## src/rtl/status_array_updater_pkg.sv

```systemverilog
// Shared encodings and default geometry for the status array updater.
// Rows are NUM_BLOCKS fields of {valid, age}; the valid bit sits directly above the age.
package status_array_updater_pkg;

  localparam int SA_ADDR_WIDTH    = 6;
  localparam int SA_NUM_BLOCKS    = 4;
  localparam int SA_AGE_WIDTH     = 2;
  localparam int SA_BLK_IDX_WIDTH = $clog2(SA_NUM_BLOCKS);
  localparam int SA_TAG_WIDTH     = 1;
  localparam int BLOCK_STAT_WIDTH = SA_AGE_WIDTH + 1;

  // Field offsets inside one block's status slice
  localparam int AGE_OFS = 0;

  typedef enum logic [1:0] {
    OP_TOUCH = 2'b00,
    OP_FILL  = 2'b01,
    OP_INVAL = 2'b10,
    OP_FLUSH = 2'b11
  } op_e;

  typedef enum logic [2:0] {
    ST_IDLE,
    ST_RD_REQ,
    ST_RD_WAIT,
    ST_WRITE,
    ST_FLUSH
  } state_e;

endpackage

```

## src/rtl/status_row_lru_update.sv

```systemverilog
// Combinational LRU age/valid update of one status row for a hit or fill on a target block.
// Blocks younger than the target's old age get one step older; the target becomes youngest.
module status_row_lru_update
  import status_array_updater_pkg::*;
#(
  parameter int NUM_BLOCKS    = SA_NUM_BLOCKS,
  parameter int AGE_WIDTH     = SA_AGE_WIDTH,
  parameter int BLK_IDX_WIDTH = SA_BLK_IDX_WIDTH,
  localparam int BSW          = AGE_WIDTH + 1,
  localparam int ROW_WIDTH    = NUM_BLOCKS * BSW
) (
  input  logic [ROW_WIDTH-1:0]     row,
  input  logic [BLK_IDX_WIDTH-1:0] blk,
  input  logic                     fill,
  output logic [ROW_WIDTH-1:0]     row_next,
  output logic [NUM_BLOCKS-1:0]    wmask
);

  localparam int VALID_BIT = AGE_OFS + AGE_WIDTH;
  localparam logic [AGE_WIDTH-1:0] AGE_MAX = '1;

  logic [NUM_BLOCKS-1:0] valid;
  logic [AGE_WIDTH-1:0]  age [NUM_BLOCKS];
  logic [AGE_WIDTH-1:0]  old_age;

  genvar gi;
  generate
    for (gi = 0; gi < NUM_BLOCKS; gi++) begin : g_unpack
      assign valid[gi] = row[gi*BSW + VALID_BIT];
      assign age[gi]   = row[gi*BSW + AGE_OFS +: AGE_WIDTH];
    end
  endgenerate

  // An invalid target is a fill: every other valid block ages
  assign old_age = (fill || !valid[blk]) ? AGE_MAX : age[blk];

  generate
    for (gi = 0; gi < NUM_BLOCKS; gi++) begin : g_update
      logic                 is_tgt;
      logic                 bump;
      logic                 valid_out;
      logic [AGE_WIDTH-1:0] age_out;

      assign is_tgt    = (blk == BLK_IDX_WIDTH'(gi));
      assign bump      = valid[gi] && (age[gi] < old_age) && (age[gi] != AGE_MAX);
      assign valid_out = is_tgt | valid[gi];
      assign age_out   = is_tgt ? '0 : (bump ? age[gi] + 1'b1 : age[gi]);

      assign row_next[gi*BSW + VALID_BIT]             = valid_out;
      assign row_next[gi*BSW + AGE_OFS +: AGE_WIDTH]  = age_out;
    end
  endgenerate

  assign wmask = '1;

endmodule

```

## src/rtl/status_array_updater.sv

```systemverilog
// Status array initiator: runs TOUCH/FILL/INVAL/FLUSH as read-modify-write sequences,
// one operation outstanding at a time, with masked write-backs.
module status_array_updater
  import status_array_updater_pkg::*;
#(
  parameter int ADDR_WIDTH       = SA_ADDR_WIDTH,
  parameter int NUM_BLOCKS       = SA_NUM_BLOCKS,
  parameter int AGE_WIDTH        = SA_AGE_WIDTH,
  parameter int BLK_IDX_WIDTH    = SA_BLK_IDX_WIDTH,
  parameter int TAG_WIDTH        = SA_TAG_WIDTH,
  localparam int BLOCK_STAT_W    = AGE_WIDTH + 1,
  localparam int ROW_WIDTH       = NUM_BLOCKS * BLOCK_STAT_W
) (
  input  logic                     clk,
  input  logic                     srst_n,
  input  logic                     i_halt,
  input  logic [1:0]               i_req_op,
  input  logic [ADDR_WIDTH-1:0]    i_req_addr,
  input  logic [BLK_IDX_WIDTH-1:0] i_req_block,
  input  logic                     i_req_valid,
  output logic                     o_req_ready,
  output logic                     o_done,
  output logic [TAG_WIDTH-1:0]     o_sa_tag,
  output logic [ADDR_WIDTH-1:0]    o_sa_r_addr,
  output logic                     o_sa_r_valid,
  input  logic [TAG_WIDTH-1:0]     i_sa_tag,
  input  logic [ROW_WIDTH-1:0]     i_sa_data,
  input  logic                     i_sa_valid,
  input  logic                     i_sa_ready,
  output logic [ADDR_WIDTH-1:0]    o_sa_w_addr,
  output logic [ROW_WIDTH-1:0]     o_sa_w_data,
  output logic [NUM_BLOCKS-1:0]    o_sa_w_wmask,
  output logic                     o_sa_w_valid
);

  localparam logic [ADDR_WIDTH-1:0] ROW_LAST = '1;

  state_e                   state_reg, state_next;
  op_e                      op_reg, op_next;
  logic [ADDR_WIDTH-1:0]    addr_reg, addr_next;
  logic [ADDR_WIDTH-1:0]    row_cnt_reg, row_cnt_next;
  logic [BLK_IDX_WIDTH-1:0] blk_reg, blk_next;
  logic [TAG_WIDTH-1:0]     tag_cnt_reg, tag_cnt_next;
  logic [TAG_WIDTH-1:0]     issued_tag_reg, issued_tag_next;
  logic [ROW_WIDTH-1:0]     rd_row_reg, rd_row_next;
  logic                     done_reg, done_next;

  logic [ROW_WIDTH-1:0]     lru_row;
  logic [NUM_BLOCKS-1:0]    lru_mask;
  logic [NUM_BLOCKS-1:0]    inval_mask;

  status_row_lru_update #(
    .NUM_BLOCKS    (NUM_BLOCKS),
    .AGE_WIDTH     (AGE_WIDTH),
    .BLK_IDX_WIDTH (BLK_IDX_WIDTH)
  ) u_lru (
    .row      (rd_row_reg),
    .blk      (blk_reg),
    .fill     (op_reg == OP_FILL),
    .row_next (lru_row),
    .wmask    (lru_mask)
  );

  assign inval_mask  = NUM_BLOCKS'(1) << blk_reg;
  assign o_done      = done_reg;
  assign o_sa_r_addr = addr_reg;
  assign o_sa_tag    = tag_cnt_reg;

  always_ff @(posedge clk) begin
    if (!srst_n) begin
      state_reg      <= ST_IDLE;
      op_reg         <= OP_TOUCH;
      addr_reg       <= '0;
      row_cnt_reg    <= '0;
      blk_reg        <= '0;
      tag_cnt_reg    <= '0;
      issued_tag_reg <= '0;
      rd_row_reg     <= '0;
      done_reg       <= 1'b0;
    end else begin
      state_reg      <= state_next;
      op_reg         <= op_next;
      addr_reg       <= addr_next;
      row_cnt_reg    <= row_cnt_next;
      blk_reg        <= blk_next;
      tag_cnt_reg    <= tag_cnt_next;
      issued_tag_reg <= issued_tag_next;
      rd_row_reg     <= rd_row_next;
      done_reg       <= done_next;
    end
  end

  // Halt blocks every transition; outputs decode from held state so they freeze too
  always_comb begin
    state_next      = state_reg;
    op_next         = op_reg;
    addr_next       = addr_reg;
    row_cnt_next    = row_cnt_reg;
    blk_next        = blk_reg;
    tag_cnt_next    = tag_cnt_reg;
    issued_tag_next = issued_tag_reg;
    rd_row_next     = rd_row_reg;
    done_next       = i_halt ? done_reg : 1'b0;
    o_req_ready     = 1'b0;
    o_sa_r_valid    = 1'b0;
    o_sa_w_valid    = 1'b0;
    o_sa_w_addr     = addr_reg;
    o_sa_w_data     = '0;
    o_sa_w_wmask    = '0;

    case (state_reg)
      ST_IDLE: begin
        o_req_ready = !i_halt;
        if (i_req_valid && !i_halt) begin
          op_next   = op_e'(i_req_op);
          addr_next = i_req_addr;
          blk_next  = i_req_block;
          case (op_e'(i_req_op))
            OP_TOUCH, OP_FILL: state_next = ST_RD_REQ;
            OP_INVAL:          state_next = ST_WRITE;
            default: begin
              state_next   = ST_FLUSH;
              row_cnt_next = '0;
            end
          endcase
        end
      end
      ST_RD_REQ: begin
        o_sa_r_valid = 1'b1;
        if (i_sa_ready && !i_halt) begin
          tag_cnt_next    = tag_cnt_reg + 1'b1;
          issued_tag_next = tag_cnt_reg;
          state_next      = ST_RD_WAIT;
        end
      end
      ST_RD_WAIT: begin
        if (i_sa_valid && (i_sa_tag == issued_tag_reg) && !i_halt) begin
          rd_row_next = i_sa_data;
          state_next  = ST_WRITE;
        end
      end
      ST_WRITE: begin
        o_sa_w_valid = 1'b1;
        if (op_reg == OP_INVAL) begin
          o_sa_w_wmask = inval_mask;
        end else begin
          o_sa_w_data  = lru_row;
          o_sa_w_wmask = lru_mask;
        end
        if (i_sa_ready && !i_halt) begin
          done_next  = 1'b1;
          state_next = ST_IDLE;
        end
      end
      ST_FLUSH: begin
        o_sa_w_valid = 1'b1;
        o_sa_w_addr  = row_cnt_reg;
        o_sa_w_wmask = '1;
        if (i_sa_ready && !i_halt) begin
          if (row_cnt_reg == ROW_LAST) begin
            done_next  = 1'b1;
            state_next = ST_IDLE;
          end else begin
            row_cnt_next = row_cnt_reg + 1'b1;
          end
        end
      end
      default: state_next = ST_IDLE;
    endcase
  end

endmodule

```

## config.mk

```make
export PLATFORM = sky130hd
export DESIGN_NAME = status_array_updater
export DESIGN_NICKNAME = d
export VERILOG_FILES = /design/src/rtl/status_array_updater_pkg.sv /design/src/rtl/status_row_lru_update.sv /design/src/rtl/status_array_updater.sv
export SDC_FILE = /design/constraint.sdc
export NUM_CORES = 1
export LEC_CHECK = 0
export CAP_MARGIN = 40
export CORE_MARGIN = 4
export CORE_UTILIZATION = 44
export DETAILED_ROUTE_END_ITERATION = 8
export PLACE_DENSITY = 0.73
export SETUP_SLACK_MARGIN = 0.15
export SLEW_MARGIN = 15
export SYNTH_ARGS = -nofsm -noshare
export SYNTH_HDL_FRONTEND = slang
export SYNTH_HIERARCHICAL = 1
export SYNTH_SLANG_ARGS = --single-unit
```

## constraint.sdc

```tcl
create_clock -name clk -period 2.45 [get_ports clk]
set_input_delay 0.49 -clock clk [delete_from_list [all_inputs] [get_ports clk]]
set_output_delay 0.49 -clock clk [all_outputs]
set_load 0.03 [all_outputs]
```

==> run summary, run 1 <==
Synth top area cells = sky130_fd_sc_hd__dfxtp_1 29%, sky130_fd_sc_hd__mux2i_1 7.8%, sky130_fd_sc_hd__nand2_1 6.0%
Clock network power share = 33.8%
Slew at the pin closest to its max-slew limit = 0.669 ns
Core Rows = 26
RD Place Congestion = 0.873
Sum of internal, switching and leakage power = 1260 uW
Final setup vio count = 8
Vias in the first global route = 2261
HPWL Detailed = 4710 um
Via Count = 2333
Slowest-stage cell, CP = sky130_fd_sc_hd__mux4_2
Top cell types by occurrence after synthesis = 37 x sky130_fd_sc_hd__nand2_1, 34 x sky130_fd_sc_hd__dfxtp_1, 24 x sky130_fd_sc_hd__nor2_1
Proportion of synthesized area in mux cells = 14.3%
Netlist Area Pre-Place = 2310 um^2
Most frequent CP cell = sky130_fd_sc_hd__buf_6
Status = finished, violations left
Critical path endpoint category = output pin
Clk Latency, worst-skew pair = 0.29 ns
Synth top area share = 29.4%
Sw frac = 27.7%
Switching power = 350 uW
Final cell count without fillers = 441
Number of DRC violations after detailed-routing iteration 0 = 94
Synth Area in Simple Gates = 27.5%
Setup clock skew after layout = 0.00816 ns
Most common cell in the netlist = sky130_fd_sc_hd__nand2_1
Unrepaired setup endpoints after global routing = true
Violated checks = setup timing
DR pass1 iterations = 4
Tightest slew margin relative to the limit = 55.2%
GRT Residual Overflow = 0
Distinct cell type count after synthesis = 55
Number of top-level design ports = 62
Total of flip-flops plus latches after synthesis = 34
Number of antenna violations at the first check in global routing = 0
Synthesized-area fraction occupied by ao, oa, aoi and oai cells = 18.2%
Number of enable flip-flop cells after synthesis = 0
Final count of hold timing violations = 0
Global routing usage summed across all routing layers = 20.7%
Fill cell count = 462
Number of vias per cell = 5.29
Final Worst Setup Slack = -0.301 ns
Arrival time reported for the critical path endpoint = 2.26 ns
Clock tree from TritonCTS = built
Combinational share of power = 20.6%
Critical path class = reg -> out
Maximum clock frequency = 363 MHz
Average wire length per cell after detail routing = 14.4 um
Maximum vdd ir drop = 0.000350 V
Crit path launch type = flip-flop
Fraction of the yosys area taken by sequential cells = 29.4%
Count of mapped cells out of synthesis = 286
Ratio of final minimum period to clock period = 112%
CP max FO = 8
Crit-path max cell delay = 0.54 ns
Top cell type by total area after synthesis = sky130_fd_sc_hd__dfxtp_1
Die area = 6480 um^2
Data required time of the critical path = 1.96 ns
Combinational family with the most area after synthesis = simple AND/OR/NAND/NOR gates
Ys async rst share = 0%
Final Slew Violations = 0
Placed standard-cell area = 3090 um^2
Portion of total power attributed to sequential cells = 45.6%
Clock tree root buffer cell = sky130_fd_sc_hd__clkbuf_8
Maximum Capacitance Violations = 0
Adder-cell share of the synthesized area = 2.71%
Die W = 80.5 um
Clk sinks = 34
Pwr/cell area = 380 nW/um^2
Pin count of the biggest net entering global routing = 27
Cells traversed along the worst timing path = mux4_2, buf_4, nand2_1, nand3b_1, buf_6, a311oi_1, and2_4, buf_6
Number of warnings reported in the yosys synthesis log = 6
Number of CTS-inserted buffers = 5
Path type of the worst min-delay path = reg -> reg
Number of I/O port buffers = 61
Effective utilization at floorplan = 45.3%
Post-detailed-route count of antenna-violating nets = 0
Floorplan die height = 80.5 um
Most used flip-flop cell after synthesis = sky130_fd_sc_hd__dfxtp_1
Share of post-route cells with drive strength above 1 = 25.6%
Area added between synthesis and finish = 43.8%
Core ar. = 5110 um^2
XOR/XNOR share of the synthesized area = 0.758%
Final min period = 2.75 ns
Number of flip-flops in the largest register = 12
Int Pwr = 913 uW
Post-route cell area = 3320 um^2
Post-route DRC = 0
Buffer depth of the longest clock path = 2
Average cell area after synthesis = 8.08 um^2
Clk pin slew, worst setup/hold paths = 0.07 ns
Leakage power of the design = 0.00134 uW
Antenna cell count = 0
Final net count = 404
Wirelength, routed = 6370 um
Wire length of the first global-routing pass = 10600 um
# placed instances = 427
# H-tree levels = 2
==> cell type report <==
| type | count | area [um^2] | area share, % |
|---|---|---|---|
| inverter | 8 | 30.0 | 0.903 |
| multi-input combinational | 226 | 1580 | 47.4 |
| clock buffer | 7 | 86.3 | 2.60 |
| tap | 70 | 87.6 | 2.63 |
| sequential | 34 | 684 | 20.6 |
| clock inverter | 1 | 5.00 | 0.151 |
| timing repair buffer | 95 | 856 | 25.7 |
==> routing by layer <==
layer / GRT usage, % / routed length [um]
met1: 25.5 / 2830
met4: 5.74 / 68
met5: 0 / 0
met3: 5.04 / 336
met2: 35.8 / 3130
==> final timing paths <==
kind	start	to	slack, ns	depth (start not counted)
worst max-delay path	blk_reg[0]	o_sa_w_data[7]	-0.30	8
worst min-delay path	o_sa_r_addr[3]	o_sa_r_addr[3]	0.47	2
worst max register to register	row_cnt_reg[0]	row_cnt_reg[5]	0.65	5
worst min register to register	o_sa_r_addr[3]	o_sa_r_addr[3]	0.47	2
==> critical path, delay by kind of cell, from the launching register on <==
family / cells / cell delay [ns]
AND/OR/NAND/NOR: 3 / 0.36
flip-flops: 1 / 0.38
AO/OA/AOI/OAI: 1 / 0.25
buffers and inverters: 3 / 0.44
multiplexers: 1 / 0.54
==> stage by stage <==
step	setup slack (ns)	setup TNS [ns]	hold WS, ns	utilization, %
2_1_floorplan	0.144	0	0.440	-
3_3_place_gp	-0.0302	-0.122	0.448	60.5
3_5_place_dp	-0.0684	-0.480	0.457	60.5
4_1_cts	-0.255	-1.88	0.469	63.5
5_1_grt	-0.398	-2.80	0.506	65.1
6_report	-0.301	-2.03	0.473	65.1
==> cell usage in the layout (no fill, tap or decap), types with 5 or more instances in the layout <==
cell and n:
sky130_fd_sc_hd__nand2_1 36, sky130_fd_sc_hd__clkdlybuf4s50_1 36, sky130_fd_sc_hd__buf_4 34, sky130_fd_sc_hd__dfxtp_1 33, sky130_fd_sc_hd__nor2_1 24, sky130_fd_sc_hd__a21oi_1 19
sky130_fd_sc_hd__mux2i_1 18, sky130_fd_sc_hd__buf_6 12, sky130_fd_sc_hd__and2_1 9, sky130_fd_sc_hd__nor2b_1 8, sky130_fd_sc_hd__dlygate4sd2_1 8, sky130_fd_sc_hd__mux2_2 7
sky130_fd_sc_hd__inv_1 7, sky130_fd_sc_hd__clkbuf_8 6, sky130_fd_sc_hd__nand2b_1 5, sky130_fd_sc_hd__o21ai_0 5, sky130_fd_sc_hd__and2_4 5, sky130_fd_sc_hd__ha_1 5
sky130_fd_sc_hd__o21ai_1 5
==> logic make-up after synthesis <==
logic type,Yosys count
xor+xnor,2
buf+inv,29
fa+ha+maj,5
mux,28
other cells,1
compound gates,65
flops,34
simple gates,122
==> power by group through the flow <==
stage / Clock [uW] / Combinational (uW) / Sequential [uW]
floorplan: 0 / 140 / 600
global placement: 0 / 259 / 588
detailed placement: 0 / 260 / 588
CTS: 436 / 256 / 576
global route: 458 / 282 / 578
finish: 427 / 260 / 577
==> what timing repair did <==
action | in CTS | in global routing
resized for setup | 30 | 32
buffers inserted | 3 | 3
hold buffers | 0 | 0
pin swaps | 5 | 12
endpoints found under the setup margin | 20 | 16
Note: power is estimated with default switching activity, not from simulation.
==> run 2: changes to the inputs <==
CORE_ASPECT_RATIO = 0.6   (was default)
REMOVE_ABC_BUFFERS = 1   (was default)
==> run 2 against run 1 <==
The flow still finishes with violations (setup timing); global-route usage rose by 1.0 points; register-to-register slack lost 0.09 ns; die area grew 0.59%; via count grew 5.4%; clock skew down 0.0031 ns; wire length grew 11%; cell area shrank 0.26%.
==> run summary, run 2 (synthesized netlist as in run 1, its figures left out) <==
Status = finished, violations left
Violated checks = setup timing
Pwr/cell area = 377 nW/um^2 (-0.83%)
Core ar. = 5080 um^2 (-0.54%)
Clock tree root buffer cell = sky130_fd_sc_hd__clkbuf_8
Final min period = 2.74 ns (-0.0155 ns)
Critical path endpoint category = output pin
Tightest slew margin relative to the limit = 66.4% (+11 points)
Crit-path max cell delay = 0.55 ns (about the same)
Setup clock skew after layout = 0.00504 ns (-0.00312 ns)
Smallest hold slack = 0.471 ns (-0.00251 ns)
Clk pin slew, worst setup/hold paths = 0.07 ns (about the same)
Slowest-stage cell, CP = sky130_fd_sc_hd__mux4_2
Data required time of the critical path = 1.96 ns (about the same)
Post-route DRC = 0 (unchanged)
Buffer depth of the longest clock path = 2 (unchanged)
Number of antenna violations at the first check in global routing = 0 (unchanged)
Pin count of the biggest net entering global routing = 16 (-41%)
Maximum vdd ir drop = 0.000252 V (-28%)
Critical path class = reg -> out
Clk Latency, worst-skew pair = 0.28 ns (about the same)
Fill cell count = 434 (-6.1%)
Cells traversed along the worst timing path = mux4_2, nor3b_4, buf_6, o21ai_2, a31oi_1, a311oi_2, and2_1, buf_6
Antenna cell count = 0 (unchanged)
Total negative setup slack = -2.02 ns (+0.00675 ns)
Post-route cell area = 3320 um^2 (-0.26%)
Floorplan die height = 64.2 um (-20%)
Number of top-level design ports = 62 (unchanged)
Placed standard-cell area = 3100 um^2 (+0.32%)
Maximum Capacitance Violations = 0 (unchanged)
GRT Residual Overflow = 0 (unchanged)
CTS Hold Buffers Added = 0 (unchanged)
Most frequent CP cell = sky130_fd_sc_hd__buf_6
Share of post-route cells with drive strength above 1 = 25.0% (-0.61 points)
RD Place Congestion = 0.928 (+6.3%)
Ratio of final minimum period to clock period = 112% (-0.63 points)
Wire length of the first global-routing pass = 11200 um (+5.7%)
Average wire length per cell after detail routing = 16.1 um (+12%)
Number of DRC violations after detailed-routing iteration 0 = 202 (+110%)
Maximum clock frequency = 366 MHz (+0.57%)
Number of vias per cell = 5.61 (+6.1%)
Arrival time reported for the critical path endpoint = 2.25 ns (about the same)
Final setup vio count = 8 (unchanged)
Detailed-routed wire length on met3 = 703 um (+110%)
CP max FO = 4 (-4)
Final Slew Violations = 0 (unchanged)
Leakage power of the design = 0.00135 uW (+0.63%)
Global routing usage summed across all routing layers = 21.7% (+1.0 points)
HPWL Detailed = 5190 um (+10%)
Post-detailed-route count of antenna-violating nets = 0 (unchanged)
Slew at the pin closest to its max-slew limit = 0.504 ns (-0.164 ns)
Final Worst Setup Slack = -0.286 ns (+0.0155 ns)
Crit path launch type = flip-flop
Post-place setup slack = -0.195 ns (-0.127 ns)
Routed met1 length = 3470 um (+22%)
Via Count = 2458 (+5.4%)
Top library cells by usage in the layout, fill and taps aside = 36 x sky130_fd_sc_hd__nand2_1, 36 x sky130_fd_sc_hd__clkdlybuf4s50_1, 36 x sky130_fd_sc_hd__buf_4
Clock tree from TritonCTS = built
Area added between synthesis and finish = 43.4%
Clk sinks = 34 (unchanged)
Wirelength, routed = 7050 um (+11%)
DR WL met2 = 2860 um (-8.5%)
Number of CTS-inserted buffers = 5 (unchanged)
FF/Latch Area = 686 um^2 (+0.18%)
Final net count = 406 (+0.50%)
Die area = 6520 um^2 (+0.59%)
Vias in the first global route = 2263 (+0.088%)
Top routing layer in use = met4
Unrepaired setup endpoints after global routing = true
Core Rows = 20 (-23%)
Number of I/O port buffers = 61 (unchanged)
Path type of the worst min-delay path = reg -> reg
Worst setup slack for register-to-register paths = 0.56 ns (-0.09 ns)
Number of flip-flops in the largest register = 12 (unchanged)
Die W = 102 um (+26%)
Area of the multi-input gates = 1550 um^2 (-1.4%)
DR pass1 iterations = 5 (+1)
Effective utilization at floorplan = 45.5% (+0.25 points)
Final count of hold timing violations = 0 (unchanged)
# H-tree levels = 2 (unchanged)
## run 2: worst max-delay path: cells and delay by family (launching register included)
| kind | cells | cell delay, ns |
|---|---|---|
| mux | 1 | 0.55 |
| compound gates | 3 | 0.29 |
| simple gates | 2 | 0.45 |
| buf+inv | 2 | 0.28 |
| flops | 1 | 0.39 |
## run 2: what timing repair did
item,CTS,global route
pin swaps,12,9
setup endpoints to repair,20,15
resized for setup,43,20
setup buffers,2,4
## run 2: report_power, final
| part | total (uW) | switching, uW | internal, uW |
|---|---|---|---|
| clock | 394 | 198 | 196 |
| combinational | 276 | 147 | 129 |
| sequential | 579 | 13.5 | 566 |
## run 2: cell type report
type | instances | share of cell area [%]
clock buffer | 7 | 2.30
timing repair buffer | 97 | 26.8
tap | 66 | 2.49
inverter | 8 | 0.906
multi-input combinational | 226 | 46.8
sequential | 34 | 20.7
## run 2: final timing paths
kind	end	from	cells after the start
worst min-delay path	o_sa_r_addr[3]	o_sa_r_addr[3]	2
worst max register to register	row_cnt_reg[2]	state_reg[2]	5
worst max-delay path	o_sa_w_data[4]	blk_reg[0]	8
worst min register to register	o_sa_r_addr[3]	o_sa_r_addr[3]	2
## run 2: per-layer routing
metal  up-vias  track usage [%]
li1       1183                -
met1      1152             34.1
met2       121             29.7
met4         0             2.65
met3         2             6.11
met5         -                0
## run 2: metrics by stage
stage / utilization [%] / std cells / power [uW]
floorplan: - / 268 / 722
global placement: 61.0 / 425 / 856
detailed placement: 61.0 / 425 / 860
CTS: 64.2 / 434 / 1250
global route: 65.3 / 438 / 1310
finish: 65.3 / 438 / 1250
==> run 3: changes to the inputs <==
CTS_CLUSTER_DIAMETER = 100   (was default)
SETUP_SLACK_MARGIN = 0.02   (was 0.15)
==> run 3 against run 2 <==
The run still ends with setup timing left; final cell count shrank 0.23%; total power up 0.22%; first-iteration DRC count fell by 11%.
==> run summary, run 3 (synthesized netlist as in run 1, its figures left out) <==
Buffering stage count on the worst path with inverters included = 3 (+1)
Floorplan die height = 64.2 um (unchanged)
HPWL Detailed = 5190 um (unchanged)
Pwr/cell area = 375 nW/um^2 (-0.61%)
Smallest hold slack = 0.469 ns (-0.00210 ns)
Number of flip-flops in the largest register = 12 (unchanged)
Final min period = 2.74 ns (+0.00797 ns)
Post-route DRC = 0 (unchanged)
Pin count of the biggest net entering global routing = 16 (unchanged)
# H-tree levels = 2 (unchanged)
Maximum vdd ir drop = 0.000252 V (+0.19%)
Share of post-route cells with drive strength above 1 = 23.7% (-1.3 points)
Unrepaired setup endpoints after global routing = true
Post-route cell area = 3340 um^2 (+0.83%)
Number of DRC violations after detailed-routing iteration 0 = 179 (-11%)
Maximum clock frequency = 364 MHz (-0.29%)
Slew at the pin closest to its max-slew limit = 0.501 ns (-0.00312 ns)
Area added between synthesis and finish = 44.6%
Number of antenna violations at the first check in global routing = 0 (unchanged)
Wire length of the first global-routing pass = 11200 um (unchanged)
Final net count = 405 (-0.25%)
RD Place Congestion = 0.928 (unchanged)
Critical path class = reg -> out
Final Slew Violations = 0 (unchanged)
Vias in the first global route = 2263 (unchanged)
Setup clock skew after layout = 0.00603 ns (+0.000993 ns)
Core Rows = 20 (unchanged)
Final Worst Setup Slack = -0.294 ns (-0.00797 ns)
Number of I/O port buffers = 61 (unchanged)
Global routing usage summed across all routing layers = 21.7% (unchanged)
Critical path endpoint category = output pin
Leakage power of the design = 0.00145 uW (+7.5%)
Top library cells by usage in the layout, fill and taps aside = 36 x sky130_fd_sc_hd__nand2_1, 36 x sky130_fd_sc_hd__clkdlybuf4s50_1, 35 x sky130_fd_sc_hd__buf_4
Core ar. = 5080 um^2 (unchanged)
Slowest-stage cell, CP = sky130_fd_sc_hd__mux4_2
Tightest slew margin relative to the limit = 66.6% (+0.21 points)
Clk pin slew, worst setup/hold paths = 0.07 ns (about the same)
CTS Hold Buffers Added = 0 (unchanged)
Number of CTS-inserted buffers = 5 (unchanged)
Data required time of the critical path = 1.96 ns (about the same)
Violated checks = setup timing
Post-detailed-route count of antenna-violating nets = 0 (unchanged)
CP max FO = 4 (unchanged)
Clk sinks = 34 (unchanged)
Path type of the worst min-delay path = reg -> reg
Number of vias per cell = 5.57 (-0.71%)
Arrival time reported for the critical path endpoint = 2.25 ns (about the same)
Cells traversed along the worst timing path = mux4_2, nor3b_4, buf_6, buf_4, nor4b_1, a211oi_1, and2_1, buf_6
Final setup vio count = 8 (unchanged)
Average wire length per cell after detail routing = 16.1 um (+0.23%)
Via Count = 2435 (-0.94%)
Status = finished, violations left
GRT Residual Overflow = 0 (unchanged)
Die area = 6520 um^2 (unchanged)
Effective utilization at floorplan = 45.5% (unchanged)
Wirelength, routed = 7050 um (unchanged)
Antenna cell count = 0 (unchanged)
Clk Latency, worst-skew pair = 0.28 ns (about the same)
Most frequent CP cell = sky130_fd_sc_hd__buf_6
Clock tree root buffer cell = sky130_fd_sc_hd__clkbuf_8
Number of top-level design ports = 62 (unchanged)
Maximum Capacitance Violations = 0 (unchanged)
Buffer depth of the longest clock path = 2 (unchanged)
Crit-path max cell delay = 0.52 ns (-0.03 ns)
Ratio of final minimum period to clock period = 112% (+0.33 points)
Crit path launch type = flip-flop
Total negative setup slack = -2.05 ns (-0.0315 ns)
Placed standard-cell area = 3100 um^2 (unchanged)
Die W = 102 um (unchanged)
Crit-path leading delay family = simple AND/OR/NAND/NOR gates
DR pass1 iterations = 5 (unchanged)
Final count of hold timing violations = 0 (unchanged)
Clock tree from TritonCTS = built
[run 3: area by class of cell]
type,count,area [um^2]
sequential,34,684
tap,66,82.6
fill,424,1740
timing repair buffer,96,920
clock buffer,7,76.3
multi-input combinational,226,1550
inverter,8,30.0
[run 3: final timing paths]
check / startpoint / endpoint / slack (ns) / depth (start not counted)
min reg2reg: op_reg[0] / op_reg[0] / 0.47 / 2
max: blk_reg[0] / o_sa_w_data[3] / -0.29 / 8
max reg2reg: state_reg[2] / row_cnt_reg[2] / 0.58 / 5
min: op_reg[0] / op_reg[0] / 0.47 / 2
[run 3: worst register-to-register path: cells and delay by family, from the launching register on]
family	cells	cell delay, ns
buffers and inverters	1	0.22
AND/OR/NAND/NOR	2	0.83
AO/OA/AOI/OAI	1	0.15
multiplexers	1	0.14
flip-flops	1	0.46
[run 3: metal layers]
metal,part of all wire (%),vias to the layer above,track usage (%)
met3,9.2,2,6.11
met2,40,97,29.7
met5,0,-,0
met1,50,1156,34.1
li1,-,1180,-
met4,0.27,0,2.65
[run 3: power by group]
group	switching, uW	leakage, uW	total [uW]	internal [uW]
Sequential	13.1	0.000276	579	566
Clock	197	0.0000383	393	196
Combinational	148	0.00114	280	133
[run 3: stage by stage]
stage               std cells  setup WS, ns  total power, uW  utilization [%]
finish                    437        -0.294             1250             65.8
global route              437        -0.367             1310             65.8
CTS                       434        -0.234             1250             64.3
detailed placement        425        -0.195              860             61.0
global placement          425        -0.120              856             61.0
floorplan                 268        -0.170              722                -
[run 3: what timing repair did]
| action | 4_1_cts | 5_1_grt |
|---|---|---|
| setup buffers | 2 | 3 |
| setup endpoints to repair | 19 | 21 |
| pin swaps | 12 | 8 |
| gates resized for setup | 34 | 21 |
